==> src/rtl/instr_fetch.sv <==
// Instruction fetch front end: turns the program counter into read requests on
// a valid/ready AR/R channel pair and delivers returned words, tagged with their
// PC and a fault flag, to decode. A redirect flushes everything buffered and
// arranges for every response still in flight to be discarded on arrival.
module instr_fetch #(
  parameter int XLEN  = 32,
  parameter int ILEN  = 32,
  parameter int DEPTH = 2
) (
  input  logic            clk,
  input  logic            rstn,
  input  logic [XLEN-1:0] i_pc_addr,
  input  logic            i_pc_valid,
  output logic            o_pc_ack,
  input  logic            i_flush,
  output logic            o_imem_arvalid,
  input  logic            i_imem_arready,
  output logic [XLEN-1:0] o_imem_araddr,
  input  logic            i_imem_rvalid,
  output logic            o_imem_rready,
  input  logic [ILEN-1:0] i_imem_rdata,
  input  logic [1:0]      i_imem_rresp,
  output logic            o_if_valid,
  input  logic            i_if_ready,
  output logic [ILEN-1:0] o_if_instr,
  output logic [XLEN-1:0] o_if_pc,
  output logic            o_if_fault
);

  localparam int AW = $clog2(DEPTH);
  localparam int CW = AW + 1;
  localparam logic [CW-1:0]   DEPTH_C = CW'(DEPTH);
  localparam logic [ILEN-1:0] NOP     = ILEN'(32'h0000_0013);

  // requests accepted but not yet answered, responses still to be thrown away,
  // and words waiting for decode
  logic [CW-1:0]   inflight;
  logic [CW-1:0]   drop_cnt;
  logic [CW-1:0]   fifo_count;

  logic [XLEN-1:0] tag_pc  [DEPTH];
  logic            tag_mis [DEPTH];
  logic [AW-1:0]   tag_wr;
  logic [AW-1:0]   tag_rd;

  logic [ILEN-1:0] q_instr [DEPTH];
  logic [XLEN-1:0] q_pc    [DEPTH];
  logic            q_fault [DEPTH];
  logic [AW-1:0]   q_wr;
  logic [AW-1:0]   q_rd;

  logic            rready_q;
  logic            credit;
  logic            accept;
  logic            beat;
  logic            dropping;
  logic            push;
  logic            pop;
  logic            resp_fault;

  // Every accepted PC owns one slot until decode takes it, so the instruction
  // buffer can never overflow and R can always be accepted.
  assign credit     = (inflight + fifo_count) < DEPTH_C;
  assign accept     = rstn & i_pc_valid & credit & ~i_flush &
                      (~o_imem_arvalid | i_imem_arready);
  assign o_pc_ack   = accept;
  assign beat       = i_imem_rvalid & rready_q & (inflight != '0);
  assign dropping   = drop_cnt != '0;
  assign push       = beat & ~dropping & ~i_flush;
  assign pop        = (fifo_count != '0) & i_if_ready & ~i_flush;
  assign resp_fault = tag_mis[tag_rd] | (i_imem_rresp != 2'b00);

  assign o_imem_rready = rready_q;
  assign o_if_valid    = fifo_count != '0;
  assign o_if_instr    = q_instr[q_rd];
  assign o_if_pc       = q_pc[q_rd];
  assign o_if_fault    = q_fault[q_rd];

  // AR channel: a request, once raised, holds until the memory takes it, even across a flush
  always_ff @(posedge clk) begin
    if (!rstn) begin
      o_imem_arvalid <= 1'b0;
      o_imem_araddr  <= '0;
      rready_q       <= 1'b0;
    end else begin
      rready_q <= 1'b1;
      if (accept) begin
        o_imem_arvalid <= 1'b1;
        o_imem_araddr  <= {i_pc_addr[XLEN-1:2], 2'b00};
      end else if (i_imem_arready) begin
        o_imem_arvalid <= 1'b0;
      end
    end
  end

  // Tag FIFO and in-flight/drop bookkeeping; a flush marks all remaining in-flight responses for discard
  always_ff @(posedge clk) begin
    if (!rstn) begin
      tag_wr   <= '0;
      tag_rd   <= '0;
      inflight <= '0;
      drop_cnt <= '0;
      for (int i = 0; i < DEPTH; i++) begin
        tag_pc[i]  <= '0;
        tag_mis[i] <= 1'b0;
      end
    end else begin
      if (accept) begin
        tag_pc[tag_wr]  <= i_pc_addr;
        tag_mis[tag_wr] <= i_pc_addr[1:0] != 2'b00;
        tag_wr          <= tag_wr + 1'b1;
      end
      if (beat) tag_rd <= tag_rd + 1'b1;
      inflight <= inflight + CW'(accept) - CW'(beat);
      if (i_flush)
        drop_cnt <= inflight - CW'(beat);
      else if (beat && dropping)
        drop_cnt <= drop_cnt - 1'b1;
    end
  end

  // Instruction FIFO; its head register drives decode directly
  always_ff @(posedge clk) begin
    if (!rstn) begin
      q_wr       <= '0;
      q_rd       <= '0;
      fifo_count <= '0;
      for (int i = 0; i < DEPTH; i++) begin
        q_instr[i] <= '0;
        q_pc[i]    <= '0;
        q_fault[i] <= 1'b0;
      end
    end else if (i_flush) begin
      q_wr       <= '0;
      q_rd       <= '0;
      fifo_count <= '0;
    end else begin
      if (push) begin
        q_instr[q_wr] <= resp_fault ? NOP : i_imem_rdata;
        q_pc[q_wr]    <= tag_pc[tag_rd];
        q_fault[q_wr] <= resp_fault;
        q_wr          <= q_wr + 1'b1;
      end
      if (pop) q_rd <= q_rd + 1'b1;
      fifo_count <= fifo_count + CW'(push) - CW'(pop);
    end
  end

  // A response with nothing outstanding is a memory protocol violation
  always_ff @(posedge clk) begin
    if (rstn && i_imem_rvalid && rready_q) assert (inflight != '0);
  end

endmodule
==> config.mk <==
export PLATFORM = sky130hd
export DESIGN_NAME = instr_fetch
export DESIGN_NICKNAME = d
export VERILOG_FILES = /design/src/rtl/instr_fetch.sv
export SDC_FILE = /design/constraint.sdc
export NUM_CORES = 1
export LEC_CHECK = 0
export ABC_CLOCK_PERIOD_IN_PS = 6030
export BUFFER_PORTS_ARGS = -buffer_cell sky130_fd_sc_hd__buf_2
export CAP_MARGIN = 40
export CORE_ASPECT_RATIO = 0.5
export CORE_MARGIN = 5
export CORE_UTILIZATION = 53
export CTS_BUF_LIST = sky130_fd_sc_hd__clkbuf_8
export DETAILED_ROUTE_END_ITERATION = 12
export GPL_ROUTABILITY_DRIVEN = 0
export HOLD_SLACK_MARGIN = 0.15
export PLACE_DENSITY = 0.79
export SLEW_MARGIN = 0
export SYNTH_ARGS = -nofsm -noshare
export SYNTH_HDL_FRONTEND = slang
export SYNTH_SLANG_ARGS = --single-unit
==> constraint.sdc <==
create_clock -name clk -period 6.03 [get_ports clk]
set_clock_uncertainty 0.1 [all_clocks]
set_input_delay 0 -clock clk [delete_from_list [all_inputs] [get_ports clk]]
set_output_delay 0 -clock clk [all_outputs]
set_load 0.01 [all_outputs]
[Yosys cells after proc, flatten, opt, wreduce, memory -nomap -nowiden]
Memories as Yosys holds them, arrays and structs flattened. A register that Yosys moved wholly into a read port is not among the register bits.
Cells that the tools add are included.
Storage, ports and cells
  register bits after elaboration: 42
  bits of input ports: 73
  bits in writable memories: 196
  word-level logic and storage cells: 96
  output and inout port bits: 101
  memories: 5
Memories
  q_instr: depth 2, bits a word 32, rd ports 1, clocked after memory_dff 1, write ports 2, RTL line 46  | logic [ILEN-1:0] q_instr [DEPTH];
  q_pc: depth 2, bits a word 32, rd ports 1, clocked after memory_dff 1, write ports 2, RTL line 47  | logic [XLEN-1:0] q_pc [DEPTH];
  tag_pc: depth 2, bits a word 32, rd ports 1, clocked after memory_dff 1, write ports 2, RTL line 41  | logic [XLEN-1:0] tag_pc [DEPTH];
  q_fault: depth 2, bits a word 1, rd ports 1, clocked after memory_dff 1, write ports 2, RTL line 48  | logic q_fault [DEPTH];
  tag_mis: depth 2, bits a word 1, rd ports 1, clocked after memory_dff 1, write ports 2, RTL line 42  | logic tag_mis [DEPTH];
Cells by class
  reduce and logical (&&, ||, !) cells: 14
  add/subtract/negate cells: 11
  muxes and demuxes: 39
  bitwise operators: 16
  magnitude comparators: 1
Operator list (number)
  32-bit 2-to-1 mux: 4
  32-bit OR reduction: 3
  1-bit 2-to-1 mux: 33
  2-bit nonzero test: 7
  1-bit bitwise AND: 10
  2-bit by 1-bit subtractor with 2-bit output: 3
  1-bit adder (second input constant): 4
  2-bit by 1-bit adder with 2-bit output: 2
  2-bit 2-to-1 mux: 2
  1-bit inverter: 4
  2-bit adder: 1
  2-bit less-than comparator (second input constant): 1
  1-bit bitwise OR: 2
  1-bit OR reduction: 2
  2-bit OR reduction: 1
  2-bit by 1-bit subtractor with 2-bit output (second input constant): 1
  1-bit logical AND: 1

[Logic depth before layout (Yosys ltp)]
  depth after elaboration: 10
  mapped depth: 9
  gate-level depth less buffers: 9

[Worst setup path after synthesis]
Ideal clock, no wire load.
  kind: reg2reg
  start point: register inflight[1]
  end point: memory q_instr[0][0], enable pin
  data required time: 5.356 ns
  slack: 0.126 ns
  path buffers: 0
  period minus slack after synthesis: 5.904 ns
  arrival: 5.230 ns
  cell stages (with the launch flop): 5
  library setup time: 0.574 ns
  cell sequence: dfxtp_1 -> o211ai_4 -> clkinv_2 -> nand3b_4 -> o21ai_0
RTL lines
  from (decl): RTL line 37  | logic [CW-1:0] inflight;
  from (signal assigned): RTL line 114  | inflight <= inflight + CW'(accept) - CW'(beat);
  to (decl): RTL line 46

==> results.txt <==
- Iteration-0 DRC count of the detailed router: 394
- Width of the die: 207 um
* Proportion of netlist area held by the largest area contributor: 0.560
- The number of endpoints with negative hold slack in the final report came to 0.
- Global routing finished with a remaining overflow of 0.
* Max incr delay on CP: 0.62 ns
- Latest clock arrival within the worst-skew pair: 0.51 ns
* Share of layout cells above drive strength 1: 0.300
- Final routed DRC violation total: 0
* Hold Crit Start: i_imem_rdata[2]
- The number of antenna violations at the first check in global routing came to 0.
* Upper clock frequency limit: 325 MHz
* Vias/cell: 4.99
- During I/O placement, the number of pins put on the boundary was 174.
* Drt pass-1 iters: 5
- Core area: 0.0193 mm^2
* Post-route antenna net violation count: 0
- Clock edge transition at the registers on the reported setup and hold paths: 0.07 ns
* Fill cell total of the finished layout: 1274
- Initial core utilization: 0.534
- The HPWL after detailed placement is 14100 um.
- Area taken by flip-flops and latches: 0.00673 mm^2
- Area of the multi-input gates: 0.00330 mm^2
- Setup TNS Final: 0 ns
- For the worst setup path, the data arrival time is 3.10 ns.
- Pin count of the biggest net entering global routing: 82
- Setup violations remaining at the end of the flow were counted as 0.
- Synthesized area per cell: 13.7 um^2
- Chain of cells forming the critical path: dlygate4sd3_1 -> buf_2 -> buf_4 -> nor2b_1 -> nand4_1 -> buf_4 -> nand2_2 -> buf_4
- PwrDens: 262 mW/mm^2
- By instance count, the leading cell after synthesis is sky130_fd_sc_hd__edfxtp_1.
- Post-layout util: 0.696
* Cell type with the highest occurrence count on the critical path: sky130_fd_sc_hd__buf_4
- At the pin with the least slew margin, the transition time is 0.806 ns.
- Yosys printed 0 warnings.
- Worst slew margin: 0.463
* Average wire per standard cell: 17.9 um
* RSZ-0062 raised after global routing: false
- Cell Rows: 36
- Buffers inserted during clock tree synthesis total 35.
- 0 antenna diodes ended up in the layout.
- The tree is rooted in a sky130_fd_sc_hd__clkbuf_8.
- The slowest stage of the critical path belongs to the cell sky130_fd_sc_hd__buf_4.
- Once the clock tree was built, the resizer swapped 0 gates to a different size.
- After detailed routing, the total wire length is 24200 um.
- Die area: 0.0225 mm^2
- Sorting the synthesized cells by area gives the leading types as sky130_fd_sc_hd__edfxtp_1 56%, sky130_fd_sc_hd__dfxtp_1 9.3%, sky130_fd_sc_hd__and2_1 7.7%, sky130_fd_sc_hd__mux2_2 7.2%, sky130_fd_sc_hd__mux2i_1 6.3%.
- The run finished with clean final reports.
- Launching instance or port of the critical path: rstn
- Max-capacitance violation count: 0
- In this run the worst hold path is classified as in -> reg.
* Synthesized instance count: 750
- The netlist uses 41 different library cells.
- The worst setup path is of the in -> reg kind.
- Counting instances in the post-synthesis netlist gives the leading cell types as 192 x sky130_fd_sc_hd__edfxtp_1, 127 x sky130_fd_sc_hd__and2_1, 73 x sky130_fd_sc_hd__nor2_1, 70 x sky130_fd_sc_hd__nand2_1, 66 x sky130_fd_sc_hd__mux2_2.
- GRT Resource Usage Total: 0.216
- In this run the number of H-tree levels came out at 2.
- Longest Clk Path Bufs: 3
- Maximum resistive drop on vdd: 0.124 mV
* Number of pins with negative max-slew slack in the final report: 0
- Beginning of the worst register-to-register path: fifo_count[0]
- After synthesis the netlist holds a flip-flop and latch count of 240.
- Leakage power: 5.46 nW
- Yosys mapped a number of flops with a built-in enable equal to 192.
- Along the worst path, the maximum fanout reaches 81.
- The design draws 3.51 mW.
* Die Height: 109 um
* Share of async-settable or async-resettable flops after synthesis: 0
* # nets final: 1138
- STA classifies the critical path startpoint as an input port.
* Portion of the clock cycle consumed by the worst path in the final layout: 0.509
- The area growth from synthesis to layout is 30.5%.
- The clock net in this run drives a total of 240 sinks.
- Among all flip-flop cells after synthesis, the most frequent one is sky130_fd_sc_hd__edfxtp_1.
* Post-synthesis sequential area ratio: 0.654
* Data required time of the critical path: 6.06 ns
- CTS tree: done
- Wire length of the first global-routing pass: 38100 um
- Summing over every cut layer, the via total after detailed routing is 6744.
- Summed instance area of the synthesized netlist: 0.0103 mm^2
- The smallest clock period supported by the final layout is computed as 3.07 ns.
- The via count of the first global-routing pass was 7034.
- The count of buffers added on input and output ports is 171.
- Kind of capture point of the worst setup path: register
* Largest area contributor in the synthesized netlist: sky130_fd_sc_hd__edfxtp_1
==> cell usage in the layout, fill, tap and decap left out, types with 2 or more instances in the layout <==
cell / instances
sky130_fd_sc_hd__and2_1: 127
sky130_fd_sc_hd__and3_1: 2
sky130_fd_sc_hd__buf_12: 2
sky130_fd_sc_hd__buf_16: 2
sky130_fd_sc_hd__buf_2: 171
sky130_fd_sc_hd__buf_4: 10
sky130_fd_sc_hd__buf_8: 2
sky130_fd_sc_hd__bufinv_16: 2
sky130_fd_sc_hd__clkbuf_8: 36
sky130_fd_sc_hd__clkinv_1: 12
sky130_fd_sc_hd__clkinv_2: 3
sky130_fd_sc_hd__conb_1: 2
sky130_fd_sc_hd__dfxtp_1: 46
sky130_fd_sc_hd__dfxtp_2: 2
sky130_fd_sc_hd__dlygate4sd3_1: 131
sky130_fd_sc_hd__edfxtp_1: 192
sky130_fd_sc_hd__ha_1: 5
sky130_fd_sc_hd__inv_1: 14
sky130_fd_sc_hd__mux2_2: 66
sky130_fd_sc_hd__mux2i_1: 65
sky130_fd_sc_hd__nand2_1: 69
sky130_fd_sc_hd__nand2b_1: 2
sky130_fd_sc_hd__nand3_1: 2
sky130_fd_sc_hd__nor2_1: 72
sky130_fd_sc_hd__nor2_2: 3
sky130_fd_sc_hd__nor2_4: 10
sky130_fd_sc_hd__nor2b_1: 2
sky130_fd_sc_hd__nor3_4: 3
sky130_fd_sc_hd__o211a_1: 2
sky130_fd_sc_hd__o21ai_0: 2
sky130_fd_sc_hd__o21ai_2: 2
sky130_fd_sc_hd__xnor2_1: 3
sky130_fd_sc_hd__xor2_1: 5
==> area by class of cell <==
type | count | area share
Clock buffer | 36 | 0.0369
Clock inverter | 27 | 0.0127
Inverter | 7 | 0.00205
Multi-Input combinational cell | 458 | 0.246
Sequential cell | 240 | 0.501
Tap cell | 266 | 0.0248
Timing Repair Buffer | 318 | 0.176
==> path summary, 6_finish.rpt <==
check	end	cells past startpoint	slack, ns
max	q_instr[1][6]	8	2.96
min	q_instr[1][2]	3	0.21
max reg2reg	o_imem_araddr[18]	6	3.03
min reg2reg	o_imem_araddr[11]	2	0.36
==> worst max-delay path, delay by kind of cell <==
family / cells / cell delay [ns]
buffers and inverters: 5 / 2.16
and+or+nand+nor: 3 / 0.86
==> sequential cells by signal, summed over array words and instances, names as in the netlist, named ones only <==
name	count
o_imem_arvalid	1
inflight	2
tag_wr	1
tag_mis	2
q_fault	2
q_rd	1
tag_rd	1
drop_cnt	2
tag_pc	64
fifo_count	2
q_wr	1
q_instr	64
o_imem_araddr	30
o_imem_rready	1
q_pc	64
==> routing by layer <==
metal  routed length [um]  part of all wire  vias to the layer above  GRT usage
met2                11900              0.49                      219      0.367
li1                     -                 -                     3207          -
met1                10600              0.44                     3276      0.294
met4                  397             0.016                        0     0.0504
met3                 1300             0.054                       42     0.0386
met5                    0                 0                        -          0
==> kinds of logic (layout without fill, tap and decap cells) <==
family,Yosys count,count (layout),share of synthesized area
compound gates,11,11,0.00863
mux,132,132,0.138
other cells,1,2,0.000364
simple gates,299,299,0.157
buf+inv,53,388,0.0281
flops,240,240,0.654
xor+xnor,9,9,0.00839
fa+ha+maj,5,5,0.00608
==> through the flow <==
stage	hold slack [ns]	setup WS, ns	instance area, um^2	cells
5_1_grt	0.210	2.77	13400	1352
4_1_cts	0.185	3.04	13400	1352
3_5_place_dp	0.183	3.03	11400	1158
3_3_place_gp	0.172	3.14	11300	1152
2_1_floorplan	-0.0723	0.126	10300	751
6_report	0.210	2.96	13400	1352
==> report_power, final <==
group	internal (mW)	total [mW]	switching (mW)
Combinational	0.165	0.354	0.190
Clock	0.647	1.26	0.618
Sequential	1.87	1.89	0.0280
Total	2.68	3.51	0.835
==> timing repair <==
| item | CTS | global route |
|---|---|---|
| hold endpoints to repair | 176 | 0 |
| buffers inserted | 0 | 0 |
| hold buffers | 131 | 0 |
(Power assumes the default switching activity.)
